===== config.mk =====
export PLATFORM = sky130hd
export DESIGN_NAME = button_irq_wb8
export DESIGN_NICKNAME = d
export VERILOG_FILES = /design/src/rtl/button_irq_wb8.sv
export SDC_FILE = /design/constraint.sdc
export NUM_CORES = 1
export LEC_CHECK = 0
export ABC_AREA = 0
export CAP_MARGIN = 20
export CORE_MARGIN = 2
export CORE_UTILIZATION = 30
export DETAILED_ROUTE_END_ITERATION = 8
export HOLD_SLACK_MARGIN = 0.03
export PLACE_DENSITY_LB_ADDON = 0.05
export SYNTH_ARGS = -nofsm -noshare
export SYNTH_HDL_FRONTEND = slang
export SYNTH_SLANG_ARGS = --single-unit

===== constraint.sdc =====
create_clock -name I_wb_clk -period 3.15 [get_ports I_wb_clk]
set_clock_uncertainty 0.1 [all_clocks]
set_input_delay 0.63 -clock I_wb_clk [delete_from_list [all_inputs] [get_ports I_wb_clk]]
set_output_delay 0.63 -clock I_wb_clk [all_outputs]
set_load 0.02 [all_outputs]

===== src/rtl/button_irq_wb8.sv =====
// button_irq_wb8: Wishbone slave that conditions raw push buttons.
// Pipeline: 2-flop synchroniser -> 1 ms tick debounce -> press/release capture,
// with a level interrupt from enabled press flags.
module button_irq_wb8 #(
  parameter int unsigned NBUTTONS    = 5,
  parameter int unsigned CLOCKFREQ   = 25125000,
  parameter int unsigned DEBOUNCE_MS = 8
) (
  input  logic                I_wb_clk,
  input  logic                I_reset,
  input  logic [1:0]          I_wb_adr,
  input  logic [7:0]          I_wb_dat,
  input  logic                I_wb_stb,
  input  logic                I_wb_we,
  output logic [7:0]          O_wb_dat,
  output logic                O_wb_ack,
  input  logic [NBUTTONS-1:0] I_button,
  output logic                O_interrupt
);

  localparam int unsigned PRESC_DIV = CLOCKFREQ / 1000;
  localparam int unsigned PRESC_W   = (PRESC_DIV > 1) ? $clog2(PRESC_DIV) : 1;
  localparam int unsigned CNT_W     = 4;

  localparam logic [1:0] ADR_STATE   = 2'd0;
  localparam logic [1:0] ADR_PRESS   = 2'd1;
  localparam logic [1:0] ADR_RELEASE = 2'd2;
  localparam logic [1:0] ADR_IE      = 2'd3;

  logic [NBUTTONS-1:0]            r_sync1;
  logic [NBUTTONS-1:0]            r_sync2;
  logic [PRESC_W-1:0]             r_presc;
  logic [NBUTTONS-1:0][CNT_W-1:0] r_cnt;
  logic [NBUTTONS-1:0]            r_stable;
  logic [NBUTTONS-1:0]            r_press;
  logic [NBUTTONS-1:0]            r_release;
  logic [NBUTTONS-1:0]            r_ie;
  logic                           r_ack;
  logic [7:0]                     r_dat;
  logic                           r_irq;

  logic                           w_tick;
  logic [NBUTTONS-1:0][CNT_W-1:0] w_cnt_nxt;
  logic [NBUTTONS-1:0]            w_stable_nxt;
  logic [NBUTTONS-1:0]            w_rise;
  logic [NBUTTONS-1:0]            w_fall;
  logic                           w_access;
  logic                           w_wr;
  logic [NBUTTONS-1:0]            w_clr_press;
  logic [NBUTTONS-1:0]            w_clr_release;
  logic [7:0]                     w_rdata;
  logic                           w_unused_dat;

  assign O_wb_dat    = r_dat;
  assign O_wb_ack    = r_ack;
  assign O_interrupt = r_irq;

  // Upper write-data bits are meaningless when fewer than 8 buttons exist.
  assign w_unused_dat = ^I_wb_dat;

  // Two-flop synchroniser for the asynchronous button pins.
  always_ff @(posedge I_wb_clk or posedge I_reset) begin
    if (I_reset) begin
      r_sync1 <= '0;
      r_sync2 <= '0;
    end else begin
      r_sync1 <= I_button;
      r_sync2 <= r_sync1;
    end
  end

  assign w_tick = (r_presc == PRESC_W'(PRESC_DIV - 1));

  // 1 ms prescaler: tick on terminal count, then wrap.
  always_ff @(posedge I_wb_clk or posedge I_reset) begin
    if (I_reset) begin
      r_presc <= '0;
    end else if (w_tick) begin
      r_presc <= '0;
    end else begin
      r_presc <= r_presc + PRESC_W'(1);
    end
  end

  // Debounce: a level change is accepted after DEBOUNCE_MS consecutive differing ticks.
  always_comb begin
    w_stable_nxt = r_stable;
    w_cnt_nxt    = r_cnt;
    for (int i = 0; i < NBUTTONS; i++) begin
      if (w_tick) begin
        if (r_sync2[i] != r_stable[i]) begin
          if (r_cnt[i] == CNT_W'(DEBOUNCE_MS - 1)) begin
            w_stable_nxt[i] = ~r_stable[i];
            w_cnt_nxt[i]    = '0;
          end else begin
            w_cnt_nxt[i] = r_cnt[i] + CNT_W'(1);
          end
        end else begin
          w_cnt_nxt[i] = '0;
        end
      end
    end
  end

  assign w_rise = w_stable_nxt & ~r_stable;
  assign w_fall = ~w_stable_nxt & r_stable;

  // Bus decode: one access per strobe, spaced by the registered ack.
  assign w_access      = I_wb_stb & ~r_ack;
  assign w_wr          = w_access & I_wb_we;
  assign w_clr_press   = (w_wr && (I_wb_adr == ADR_PRESS))   ? I_wb_dat[NBUTTONS-1:0] : '0;
  assign w_clr_release = (w_wr && (I_wb_adr == ADR_RELEASE)) ? I_wb_dat[NBUTTONS-1:0] : '0;

  // Read mux; unimplemented bits read as zero.
  always_comb begin
    w_rdata = 8'h00;
    case (I_wb_adr)
      ADR_STATE:   w_rdata = 8'(r_stable);
      ADR_PRESS:   w_rdata = 8'(r_press);
      ADR_RELEASE: w_rdata = 8'(r_release);
      ADR_IE:      w_rdata = 8'(r_ie);
      default:     w_rdata = 8'h00;
    endcase
  end

  // Debounce state and sticky edge flags; a new edge beats a same-cycle clear.
  always_ff @(posedge I_wb_clk or posedge I_reset) begin
    if (I_reset) begin
      r_cnt     <= '0;
      r_stable  <= '0;
      r_press   <= '0;
      r_release <= '0;
    end else begin
      r_cnt     <= w_cnt_nxt;
      r_stable  <= w_stable_nxt;
      r_press   <= (r_press & ~w_clr_press) | w_rise;
      r_release <= (r_release & ~w_clr_release) | w_fall;
    end
  end

  // Interrupt enable register.
  always_ff @(posedge I_wb_clk or posedge I_reset) begin
    if (I_reset) begin
      r_ie <= '0;
    end else if (w_wr && (I_wb_adr == ADR_IE)) begin
      r_ie <= I_wb_dat[NBUTTONS-1:0];
    end
  end

  // Registered ack, read data and interrupt.
  always_ff @(posedge I_wb_clk or posedge I_reset) begin
    if (I_reset) begin
      r_ack <= 1'b0;
      r_dat <= 8'h00;
      r_irq <= 1'b0;
    end else begin
      r_ack <= w_access;
      r_dat <= w_access ? w_rdata : 8'h00;
      r_irq <= |(r_press & r_ie);
    end
  end

endmodule


==> parameters.txt, run 1 <==
Parameter                              Value

Min path
  Hold path depth ... 0
  Worst Hold Endpoint ... r_sync2[0]
  Source of the worst hold timing path ... r_sync1[0]
  Hold/Removal Path Class ... register to register

Power and ir drop
  IR drop worst, VDD ... 0.294 mV
  Total power per unit cell area ... between 400 and 500 nW/µm²
  Comb pwr share ... around 9.1%
  Clk network pwr share ... between 30% and 40%
  Sw Share ... 24.5%
  Static leakage power ... approximately 1.8 nW
  Internal power component ... 1.44 mW
  Total net switching power ... 0.465 mW
  Share of total power in sequential cells ... between 50% and 60%
  Post-layout total power ... around 1.9 mW

Worst setup path
  Sort of element at the end of the critical path ... register
  Worst Path Arrival ... ~2.2 ns
  R2r worst-path depth ... 6
  Required time at the endpoint of the critical path ... roughly 3.3 ns
  Worst r2r dst ... r_cnt[19]
  Critical path's top delay family ... simple AND/OR/NAND/NOR gates
  Delay contributed by the slowest stage of the critical path ... about 0.45 ns
  Worst setup path class ... primary input to register
  Series of cell instances along the critical path ... clkdlybuf4s50_1, nor2b_1, nand4b_1, o21ai_0, o31ai_1
  Critical path peak fanout ... 9
  Startpoint type of the worst setup path ... primary input
  Worst reg2reg path startpoint ... r_presc[0]
  Library cell contributing the largest single delay on the critical path ... sky130_fd_sc_hd__clkdlybuf4s50_1
  Worst Path Buf+Inv ... 1
  Reg-to-reg slack, setup ... approximately 1.2 ns

Drt
  DR vias/cell ... roughly 4.7
  Number of antenna-violating nets in the routed design ... 0
  Drt total wl ... around 6.5 mm
  Final routed DRC violation total ... 0
  Vias post-DR ... around 2200
  Average detailed-routed wire length per instance ... between 10 and 15 µm
  Number of search-and-repair iterations in the first detailed-routing pass ... 4
  DRC violation total after the first TritonRoute iteration ... 95

Global route
  Wire length of the first global-routing pass ... ~11 mm
  Global-route met3 utilization ... between 3 and 4%
  GR Layer Usage met1 ... 16.2%
  GR met2 Demand/Resource ... a little under a fifth
  Vias in the first global route ... between 2000 and 2500
  Antenna violations before repair ... 0
  Aggregate global routing overflow ... 0
  Most used routing layer ... met2
  Pin count of the biggest net entering global routing ... 54
  Tot GR Track Use ... between 10 and 15%

Timing
  Pins over their slew limit ... 0
  Final-report hold violation count ... 0
  Min Clock Period, post-route ... about 2.1 ns
  Worst hold margin ... between 0.2 and 0.25 ns
  Final setup violation count ... 0
  Setup_tns ... 0 ns
  Fin worst setup slack ... ~1.1 ns
  Highest achievable clock rate ... between 400 and 500 MHz
  Unrepaired setup endpoints after global routing ... no
  Period utilisation layout ... between 60% and 70%

Floorplanning
  Starting density of the core ... 30.8%
  Die extent in x ... around 110 µm
  Number of standard-cell rows in the floorplan ... 38
  I/O pin count ... 29
  Core Box Area ... between 10000 and 15000 µm²
  Chip height ... roughly 110 µm
  Area of the die ... ~12000 µm²

Synthesis
  Number of storage elements in the synthesis netlist ... just over 70
  Area share of the leading cell type in the synthesized netlist ... between 50% and 60%
  Synth unique cells ... 39
  Library cell with the largest summed area after synthesis ... sky130_fd_sc_hd__dfrtp_1
  Avg Inst Size Synth ... 11.1 µm²
  Main area contributors after synthesis ... sky130_fd_sc_hd__dfrtp_1 54%, sky130_fd_sc_hd__nand2_1 4.9%, sky130_fd_sc_hd__o21ai_0 4.2%, sky130_fd_sc_hd__mux4_2 3.4%, sky130_fd_sc_hd__ha_1 2.6%
  Number of cells produced by synthesis ... slightly above 300
  Dominant register cell in the synthesized netlist ... sky130_fd_sc_hd__dfrtp_1
  Post-Syn Area ... roughly 3300 µm²
  Portion of the post-synthesis area used by sequential elements ... a little over half
  Synth warnings ... 0
  Count of flip-flops with a built-in enable after synthesis ... 0
  Post-synthesis async set-or-reset flop share ... 100%

Final layout
  Register area ... between 1500 and 2000 µm²
  Number of filler instances in the final layout ... around 1100
  Fraction of layout instances using a drive strength above 1 ... 9.97%
  Relative area change from synthesis to final layout ... 15.7%
  N_diodes ... 0
  Final net count ... between 300 and 400
  Area of all placed cells without fillers ... between 3000 and 4000 µm²
  Area of the multi-input gates ... between 1000 and 1500 µm²

Run status
  Run status ... complete, no violations

CTS
  Post-cts hold buffer count ... 0
  CTS Buffer Depth ... 2
  Post-CTS setup repair buffer count ... 0
  Clock-pin slew on the worst setup and hold paths ... approximately 0.08 ns
  Number of instances resized during post-cts repair ... 0
  CTS tree ... built
  Clk root buf ... sky130_fd_sc_hd__clkbuf_8
  Total CTS buffers ... 9
  Skew-Pair Late Insertion Delay ... approximately 0.36 ns
  TritonCTS Sinks ... around 70
  CTS H-tree depth ... 3

Place
  HPWL after detailed placement ... between 4 and 5 mm
  GPL Wtd Cong ... between 0.7 and 0.8
  Placed inst area ... 3690 µm²
  Port Buffer Count ... 22
  Worst setup slack before clock tree synthesis ... approximately 0.69 ns

Run
  Max_cap viols ... 0
==> per-stage QoR <==
stage                     utilization, %  std cells
after floorplan                        -        304
after global placement              34.0        455
after detailed placement            34.0        455
after CTS                           35.7        471
after global routing                35.7        471
final                               35.7        471
==> worst max-delay path by stage <==
| stage | end | startpoint | cells past startpoint | slack [ns] |
|---|---|---|---|---|
| after global placement | r_release[1] | I_wb_stb | 5 | 0.65 |
| after detailed placement | r_press[3] | I_wb_stb | 5 | 0.69 |
| after global routing | r_ie[2] | I_wb_stb | 4 | 0.85 |
| after floorplan | O_interrupt | I_reset | 1 | 0.60 |
| final | r_press[3] | I_wb_stb | 5 | 1.08 |
| after CTS | r_press[3] | I_wb_stb | 5 | 1.05 |
==> cell type report <==
| class | instances | area share [%] |
|---|---|---|
| clock buffer | 12 | 3.49 |
| inverter | 13 | 1.26 |
| timing repair buffer | 24 | 6.41 |
| multi-input combinational | 206 | 36.6 |
| tap | 140 | 4.53 |
| sequential | 72 | 46.6 |
| clock inverter | 4 | 1.16 |
==> layout by cell type, fill, tap and decap left out, types with 2 or more instances in the layout <==
cell type                         instances
sky130_fd_sc_hd__nand3b_1                 5
sky130_fd_sc_hd__nand4_1                  5
sky130_fd_sc_hd__mux4_2                   5
sky130_fd_sc_hd__clkdlybuf4s50_1         22
sky130_fd_sc_hd__nand2b_1                 9
sky130_fd_sc_hd__and4bb_2                 2
sky130_fd_sc_hd__o21ai_0                 28
sky130_fd_sc_hd__nand4b_1                 2
sky130_fd_sc_hd__nor2_1                   7
sky130_fd_sc_hd__nand2_4                  4
sky130_fd_sc_hd__nand2_1                 44
sky130_fd_sc_hd__inv_1                   12
sky130_fd_sc_hd__clkbuf_1                 3
sky130_fd_sc_hd__clkbuf_8                 9
sky130_fd_sc_hd__xnor2_1                  7
sky130_fd_sc_hd__nor2b_1                  2
sky130_fd_sc_hd__and2_1                  11
sky130_fd_sc_hd__o2bb2ai_1                4
sky130_fd_sc_hd__conb_1                   3
sky130_fd_sc_hd__o41ai_2                  4
sky130_fd_sc_hd__nand3_1                 17
sky130_fd_sc_hd__xor2_1                   9
sky130_fd_sc_hd__dfrtp_1                 72
sky130_fd_sc_hd__ha_1                     7
sky130_fd_sc_hd__mux2i_1                  7
sky130_fd_sc_hd__clkinv_2                 3
sky130_fd_sc_hd__o31ai_1                  5
sky130_fd_sc_hd__o22ai_1                  5
sky130_fd_sc_hd__and3_1                   4
==> routing by layer <==
layer / part of all wire (%) / wire (µm) / vias up
met2: 44 / 2860 / 30
met4: 2.0 / 132 / 0
met3: 4.0 / 259 / 11
met5: 0 / 0 / -
li1: - / - / 1096
met1: 50 / 3260 / 1070
==> synth_stat cells (4+ instances only) <==
cell,instances
sky130_fd_sc_hd__xnor2_1,7
sky130_fd_sc_hd__inv_1,13
sky130_fd_sc_hd__xor2_1,9
sky130_fd_sc_hd__nand3_1,17
sky130_fd_sc_hd__nand2_4,4
sky130_fd_sc_hd__o21ai_0,28
sky130_fd_sc_hd__mux4_2,5
sky130_fd_sc_hd__and2_1,11
sky130_fd_sc_hd__buf_4,4
sky130_fd_sc_hd__nand3b_1,5
sky130_fd_sc_hd__and3_1,4
sky130_fd_sc_hd__nor2_1,7
sky130_fd_sc_hd__o2bb2ai_1,4
sky130_fd_sc_hd__o41ai_2,4
sky130_fd_sc_hd__nand4_1,5
sky130_fd_sc_hd__o31ai_1,5
sky130_fd_sc_hd__buf_2,4
sky130_fd_sc_hd__dfrtp_1,72
sky130_fd_sc_hd__mux2i_1,7
sky130_fd_sc_hd__clkbuf_1,4
sky130_fd_sc_hd__nand2_1,44
sky130_fd_sc_hd__o22ai_1,5
sky130_fd_sc_hd__ha_1,7
sky130_fd_sc_hd__nand2b_1,9
==> sequential cells by signal, indices dropped and copies added, names as in the netlist <==
name / cells
r_cnt: 20
r_press: 5
O_wb_ack: 1
O_wb_dat: 5
r_presc: 15
r_sync1: 5
r_stable: 5
r_sync2: 5
r_ie: 5
O_interrupt: 1
r_release: 5
==> cells by family (layout without fill, tap and decap cells) <==
family / count (synthesis) / in the layout / share of synthesized area, %
other: 1 / 3 / 0.112
adders and majority gates: 7 / 7 / 2.62
xor gates and xnor gates: 16 / 16 / 4.19
muxes: 12 / 12 / 5.47
DFF: 72 / 72 / 53.9
buffers and inverters: 26 / 53 / 4.01
and+or+nand+nor: 115 / 115 / 18.8
AOI/OAI and AO/OA: 53 / 53 / 10.9
==> power by group through the flow <==
stage               Clock (mW)  Sequential (mW)  Combinational, mW
global route             0.775             1.03              0.200
global placement             0             1.04              0.177
finish                   0.707             1.02              0.173
CTS                      0.748             1.02              0.179
floorplan                    0             1.04             0.0992
detailed placement           0             1.04              0.178
==> worst reg2reg max path: stages, from the launching register on <==
cell	delay, ns
sky130_fd_sc_hd__dfrtp_1	0.40
sky130_fd_sc_hd__inv_1	0.07
sky130_fd_sc_hd__ha_1	0.14
sky130_fd_sc_hd__and4bb_2	0.24
sky130_fd_sc_hd__and4_4	0.53
sky130_fd_sc_hd__nand2_4	0.12
sky130_fd_sc_hd__o41ai_2	0.28
Power figures use the tool's default switching activity.
==> run 2, diff against run 1 <==
==> constraint.sdc (replaced) <==
create_clock -name I_wb_clk -period 2.1 [get_ports I_wb_clk]
set_clock_uncertainty 0.1 [all_clocks]
set_input_delay 0.42 -clock I_wb_clk [delete_from_list [all_inputs] [get_ports I_wb_clk]]
set_output_delay 0.42 -clock I_wb_clk [all_outputs]
set_load 0.02 [all_outputs]
==> run 2 against run 1 <==
- global-route usage down 0.30 points
- worst hold slack about the same
- register-to-register slack worse by 0.92 ns
- sequential share of layout area down 1.5 points
- critical path type is now register to register
- die area unchanged
- final cell count up 1.7%
- highest routed layer unchanged
- combinational power up 57%
- critical endpoint is now r_cnt[11]
==> parameters.txt, run 2 (synthesis results as in run 1) <==
Parameter                              Value

Run status
  Run status ... complete, no violations

Global route
  Pin count of the biggest net entering global routing ... 31
  Antenna violations before repair ... 0
  Aggregate global routing overflow ... 0
  Wire length of the first global-routing pass ... 11.0 mm
  Tot GR Track Use ... 12.2%
  Vias in the first global route ... roughly 2100

Drt
  Number of antenna-violating nets in the routed design ... 0
  DR vias/cell ... 4.60
  Vias post-DR ... 2203
  Number of search-and-repair iterations in the first detailed-routing pass ... 4
  DRC violation total after the first TritonRoute iteration ... 85
  Average detailed-routed wire length per instance ... around 14 µm
  Final routed DRC violation total ... 0
  Drt total wl ... approximately 6.5 mm

Timing
  Highest achievable clock rate ... 543 MHz
  Final-report hold violation count ... 0
  Pins over their slew limit ... 0
  Fin worst setup slack ... between 0.2 and 0.3 ns
  Unrepaired setup endpoints after global routing ... no
  Final setup violation count ... 0
  Min Clock Period, post-route ... about 1.8 ns
  Period utilisation layout ... 87.7%

Min path
  Worst Hold Endpoint ... r_sync2[1]
  Source of the worst hold timing path ... r_sync1[1]
  Hold path depth ... 0
  Hold/Removal Path Class ... register to register

Worst setup path
  R2r worst-path depth ... 5
  Worst Path Arrival ... 1.99 ns
  Worst r2r dst ... r_cnt[11]
  Delay contributed by the slowest stage of the critical path ... ~0.45 ns
  Worst setup path class ... register to register
  Sort of element at the end of the critical path ... register
  Startpoint type of the worst setup path ... register
  Worst reg2reg path startpoint ... r_presc[11]
  Series of cell instances along the critical path ... nor4b_2, and4_4, buf_4, nand2_4, o41ai_2
  Required time at the endpoint of the critical path ... roughly 2.3 ns
  Library cell contributing the largest single delay on the critical path ... sky130_fd_sc_hd__dfrtp_1
  Critical path peak fanout ... 10
  Reg-to-reg slack, setup ... approximately 0.26 ns

Power and ir drop
  IR drop worst, VDD ... 0.380 mV
  Clk network pwr share ... between 40% and 50%
  Comb pwr share ... under 10%
  Share of total power in sequential cells ... between 50% and 60%
  Sw Share ... 24.1%
  Total power per unit cell area ... 752 nW/µm²
  Internal power component ... between 2 and 2.5 mW
  Total net switching power ... ~0.72 mW
  Static leakage power ... 1.87 nW

CTS
  Skew-Pair Late Insertion Delay ... about 0.35 ns
  CTS Buffer Depth ... 2
  CTS tree ... built
  Post-CTS setup repair buffer count ... 0
  TritonCTS Sinks ... 72
  Post-cts hold buffer count ... 0
  Number of instances resized during post-cts repair ... 0
  CTS H-tree depth ... 3
  Clk root buf ... sky130_fd_sc_hd__clkbuf_8
  Total CTS buffers ... 9
  Clock-pin slew on the worst setup and hold paths ... roughly 0.08 ns

Place
  Port Buffer Count ... 22
  HPWL after detailed placement ... 4.43 mm
  GPL Wtd Cong ... 0.727
  Worst setup slack before clock tree synthesis ... -0.0256 ns

Floorplanning
  Starting density of the core ... 30.8%
  Chip height ... between 100 and 150 µm
  I/O pin count ... 29
  Area of the die ... around 12000 µm²
  Die extent in x ... 110 µm
  Number of standard-cell rows in the floorplan ... 38
  Core Box Area ... about 11000 µm²

Final layout
  Relative area change from synthesis to final layout ... 19.7%
  Final net count ... 360
  Top reg by flops ... r_cnt
  Flip-flop count of the largest register, all copies and words added ... 20
  Post-layout utilization of the core ... 36.9%
  Most common cell after layout, fill and taps aside ... sky130_fd_sc_hd__dfrtp_1
  Largest regs ... r_cnt: 20 flops, r_presc: 15 flops
  Fraction of layout instances using a drive strength above 1 ... roughly an eighth
  N_diodes ... 0
  Highest-count cells in the layout ignoring fill and taps ... 72 x sky130_fd_sc_hd__dfrtp_1, 44 x sky130_fd_sc_hd__nand2_1, 28 x sky130_fd_sc_hd__o21ai_0

Run
  Max_cap viols ... 0
## run 2: cell types whose count changed in the layout (fill, tap and decap cells not counted)
cell,previous run,this run
sky130_fd_sc_hd__clkinvlp_4,0,1
sky130_fd_sc_hd__buf_4,1,6
sky130_fd_sc_hd__clkinv_4,0,1
sky130_fd_sc_hd__inv_2,1,0
sky130_fd_sc_hd__clkbuf_1,3,1
sky130_fd_sc_hd__buf_12,1,4
sky130_fd_sc_hd__bufinv_16,1,2
## run 2: metal layers
metal | track usage, % | wire, µm
met2 | 17.9 | 2840
met3 | 2.67 | 208
met5 | 0 | 0
met1 | 16.9 | 3350
met4 | 6.24 | 116
## run 2: worst max path at each step
| stage | startpoint | endpoint | slack [ns] | depth (start not counted) |
|---|---|---|---|---|
| after global placement | I_wb_stb | r_press[3] | -0.008 | 5 |
| after detailed placement | I_wb_stb | r_press[3] | -0.03 | 5 |
| final | r_presc[11] | r_cnt[11] | 0.26 | 5 |
| after global routing | r_presc[11] | r_cnt[11] | 0.12 | 5 |
| after CTS | r_presc[11] | r_cnt[11] | 0.23 | 5 |
| after floorplan | r_presc[0] | r_cnt[11] | 0.45 | 7 |
## run 2: power by group through the flow
| stage | logic (mW) | registers, mW | clock network, mW |
|---|---|---|---|
| 2_1_floorplan | 0.149 | 1.56 | 0 |
| 3_3_place_gp | 0.275 | 1.56 | 0 |
| 3_5_place_dp | 0.278 | 1.56 | 0 |
| 4_1_cts | 0.279 | 1.53 | 1.25 |
| 5_1_grt | 0.304 | 1.54 | 1.32 |
| 6_report | 0.271 | 1.53 | 1.20 |
## run 2: metrics by stage
stage          hold WS (ns)  instance area (µm²)  cells  TNS [ns]  power (mW)
2_1_floorplan         0.231                 3350    304         0        1.71
3_3_place_gp          0.232                 3790    463  -0.00883        1.83
3_5_place_dp          0.235                 3790    463   -0.0666        1.84
4_1_cts               0.252                 4000    479         0        3.06
5_1_grt               0.263                 4000    479         0        3.17
6_report              0.250                 4000    479         0        3.01
## run 2: final cells by class
cell class	count	area, µm²
Inverter	13	52.6
Sequential cell	72	1800
Clock buffer	10	128
Timing Repair Buffer	32	345
Fill cell	1087	6840
Tap cell	140	175
Clock inverter	6	83.8
Multi-Input combinational cell	206	1410
## run 2: critical path: cells and delay by family (launching register included)
| kind | cells | cell delay (ns) |
|---|---|---|
| and+or+nand+nor | 3 | 0.72 |
| DFF | 1 | 0.45 |
| AOI/OAI and AO/OA | 1 | 0.27 |
| buffers and inverters | 1 | 0.20 |
==> run 3, diff against run 2 <==
--- a/config.mk
+++ b/config.mk
@@ -8,7 +8,7 @@
 export ABC_AREA = 0
 export CAP_MARGIN = 20
 export CORE_MARGIN = 2
-export CORE_UTILIZATION = 30
+export CORE_UTILIZATION = 49
 export DETAILED_ROUTE_END_ITERATION = 8
 export HOLD_SLACK_MARGIN = 0.03
 export PLACE_DENSITY_LB_ADDON = 0.05
==> run 3 against run 2 <==
- non-clock buffer count increased by 2
- utilization increased by 23 points
- global-route usage increased by 6.0 points
- via count increased by 1.1%
- sequential share of layout area increased by 0.33 points
- clock power increased by 19%
- first-iteration DRC count increased by 44%
- clock-buffer cell count unchanged
- combinational power about the same
- cell area decreased by 0.72%
- worst hold slack improved by 0.0019 ns
- highest routed layer unchanged
==> parameters.txt, run 3 (synthesis results as in run 1) <==
Parameter                              Value

Final layout
  Fraction of layout instances using a drive strength above 1 ... 13.5%
  Flip-flop count of the largest register, all copies and words added ... 20
  Relative area change from synthesis to final layout ... 18.8%
  Area of all placed cells without fillers ... slightly below 4000 µm²
  Register area ... 1800 µm²
  Most common cell after layout, fill and taps aside ... sky130_fd_sc_hd__dfrtp_1
  N_diodes ... 0
  Largest regs ... r_cnt: 20 flops, r_presc: 15 flops
  Number of cells in the finished layout apart from fillers ... around 420
  Highest-count cells in the layout ignoring fill and taps ... 72 x sky130_fd_sc_hd__dfrtp_1, 44 x sky130_fd_sc_hd__nand2_1, 28 x sky130_fd_sc_hd__o21ai_0
  Top reg by flops ... r_cnt
  Number of filler instances in the final layout ... 550
  Final net count ... 362
  Area of the multi-input gates ... about 1400 µm²
  Post-layout utilization of the core ... between 50% and 60%

Floorplanning
  Number of standard-cell rows in the floorplan ... 30
  Core Box Area ... between 6000 and 7000 µm²
  I/O pin count ... 29
  Area of the die ... 7500 µm²
  Die extent in x ... between 80 and 90 µm
  Starting density of the core ... between 50% and 60%
  Chip height ... approximately 87 µm

Power and ir drop
  Static leakage power ... roughly 1.9 nW
  Clk network pwr share ... between 40% and 50%
  Internal power component ... ~2.6 mW
  Total power per unit cell area ... around 800 nW/µm²
  Comb pwr share ... between 8 and 9%
  IR drop worst, VDD ... approximately 0.65 mV
  Total net switching power ... between 0.6 and 0.7 mW
  Share of total power in sequential cells ... a little under half
  Sw Share ... a little over a fifth

Worst setup path
  Worst Path Arrival ... a little over 2 ns
  Library cell contributing the largest single delay on the critical path ... sky130_fd_sc_hd__and4_4
  Critical path peak fanout ... 20
  Delay contributed by the slowest stage of the critical path ... between 0.4 and 0.5 ns
  Required time at the endpoint of the critical path ... 2.24 ns
  Reg-to-reg slack, setup ... around 0.21 ns
  Worst setup path class ... register to register
  Startpoint type of the worst setup path ... register
  Sort of element at the end of the critical path ... register
  Series of cell instances along the critical path ... inv_1, ha_1, and4bb_2, and4_4, nand2_1, o21ai_0

Global route
  Wire length of the first global-routing pass ... 10.5 mm
  Pin count of the biggest net entering global routing ... 73
  Tot GR Track Use ... a little under a fifth
  Antenna violations before repair ... 0
  Aggregate global routing overflow ... 0
  Vias in the first global route ... ~2200

Place
  Placed inst area ... ~3700 µm²
  Port Buffer Count ... 22
  Total instance count after detailed placement ... ~400
  HPWL after detailed placement ... between 3 and 4 mm
  GPL Wtd Cong ... a little over 0.8

Min path
  Hold/Removal Path Class ... register to register

Timing
  Final setup violation count ... 0
  Setup_tns ... 0 ns
  Final-report hold violation count ... 0
  Pins over their slew limit ... 0
  Min Clock Period, post-route ... about 1.9 ns
  Unrepaired setup endpoints after global routing ... no
  Period utilisation layout ... approximately 90%
  Highest achievable clock rate ... ~530 MHz

Drt
  Average detailed-routed wire length per instance ... ~14 µm
  DRC violation total after the first TritonRoute iteration ... ~120
  Number of search-and-repair iterations in the first detailed-routing pass ... 4
  Final routed DRC violation total ... 0
  Drt total wl ... 5.81 mm
  Vias post-DR ... roughly 2200
  Number of antenna-violating nets in the routed design ... 0
  DR vias/cell ... 5.29

Run status
  Run status ... complete, no violations

CTS
  Total CTS buffers ... 9
  Skew-Pair Late Insertion Delay ... between 0.3 and 0.4 ns
  CTS tree ... built
  Post-cts hold buffer count ... 0
  CTS H-tree depth ... 3
  CTS Buffer Depth ... 2
  Clock-pin slew on the worst setup and hold paths ... 0.07 ns
  Clk root buf ... sky130_fd_sc_hd__clkbuf_8
  TritonCTS Sinks ... between 70 and 80
  Post-CTS setup repair buffer count ... 0
  Number of instances resized during post-cts repair ... 0

Run
  Max_cap viols ... 0
## run 3: cell count changes in the layout (fill, tap and decap cells not counted)
cell / delta
sky130_fd_sc_hd__buf_4: +4
sky130_fd_sc_hd__buf_12: -2
sky130_fd_sc_hd__bufinv_16: +2
sky130_fd_sc_hd__clkbuf_1: -1
sky130_fd_sc_hd__clkbuf_8: +1
sky130_fd_sc_hd__clkinv_2: -1
sky130_fd_sc_hd__clkinv_4: -1
## run 3: final cells by class
cell class / instances / area share [%]
inverters: 13 / 1.32
multi-input cells: 206 / 35.6
flip-flops and latches: 72 / 45.4
repair buffers: 34 / 8.44
well taps: 80 / 2.52
clock inverters: 6 / 3.28
clock buffers: 10 / 3.47
## run 3: worst max-delay path, delay by kind of cell (launching register included)
kind	cells	cell delay, ns
AND/OR/NAND/NOR	3	0.84
flip-flops	1	0.41
AO/OA/AOI/OAI	1	0.24
adder cells (fa/ha/maj)	1	0.14
buffers and inverters	1	0.07
## run 3: worst paths after layout
kind | cells after the start | from | to
setup / recovery | 6 | r_presc[0] | r_cnt[3]
hold / removal | 0 | r_sync1[4] | r_sync2[4]
setup reg to reg | 6 | r_presc[0] | r_cnt[3]
hold reg to reg | 0 | r_sync1[4] | r_sync2[4]
max in group asynchronous | 3 | I_reset | O_wb_dat[4]
min in group asynchronous | 3 | I_reset | r_cnt[11]
## run 3: stage by stage
step / setup WS, ns / hold slack, ns / total power, mW
floorplan: 0.455 / 0.231 / 1.71
global placement: 0.118 / 0.232 / 1.82
detailed placement: 0.127 / 0.236 / 1.83
CTS: 0.201 / 0.256 / 3.28
global route: 0.0570 / 0.259 / 3.37
finish: 0.210 / 0.252 / 3.23
## run 3: power by group through the flow
stage / Clock [mW] / Combinational, mW / Sequential [mW]
3_5_place_dp: 0 / 0.274 / 1.55
5_1_grt: 1.53 / 0.306 / 1.54
4_1_cts: 1.47 / 0.274 / 1.53
2_1_floorplan: 0 / 0.149 / 1.56
3_3_place_gp: 0 / 0.271 / 1.55
6_report: 1.43 / 0.269 / 1.53
## run 3: routing by layer
layer | vias up | routed length (µm) | GRT usage (%) | part of all wire, %
met3 | 6 | 204 | 5.90 | 3.5
li1 | 1119 | - | - | -
met2 | 30 | 2740 | 28.0 | 47
met1 | 1073 | 2800 | 24.3 | 48
met4 | 0 | 63 | 6.39 | 1.1
met5 | - | 0 | 0 | 0
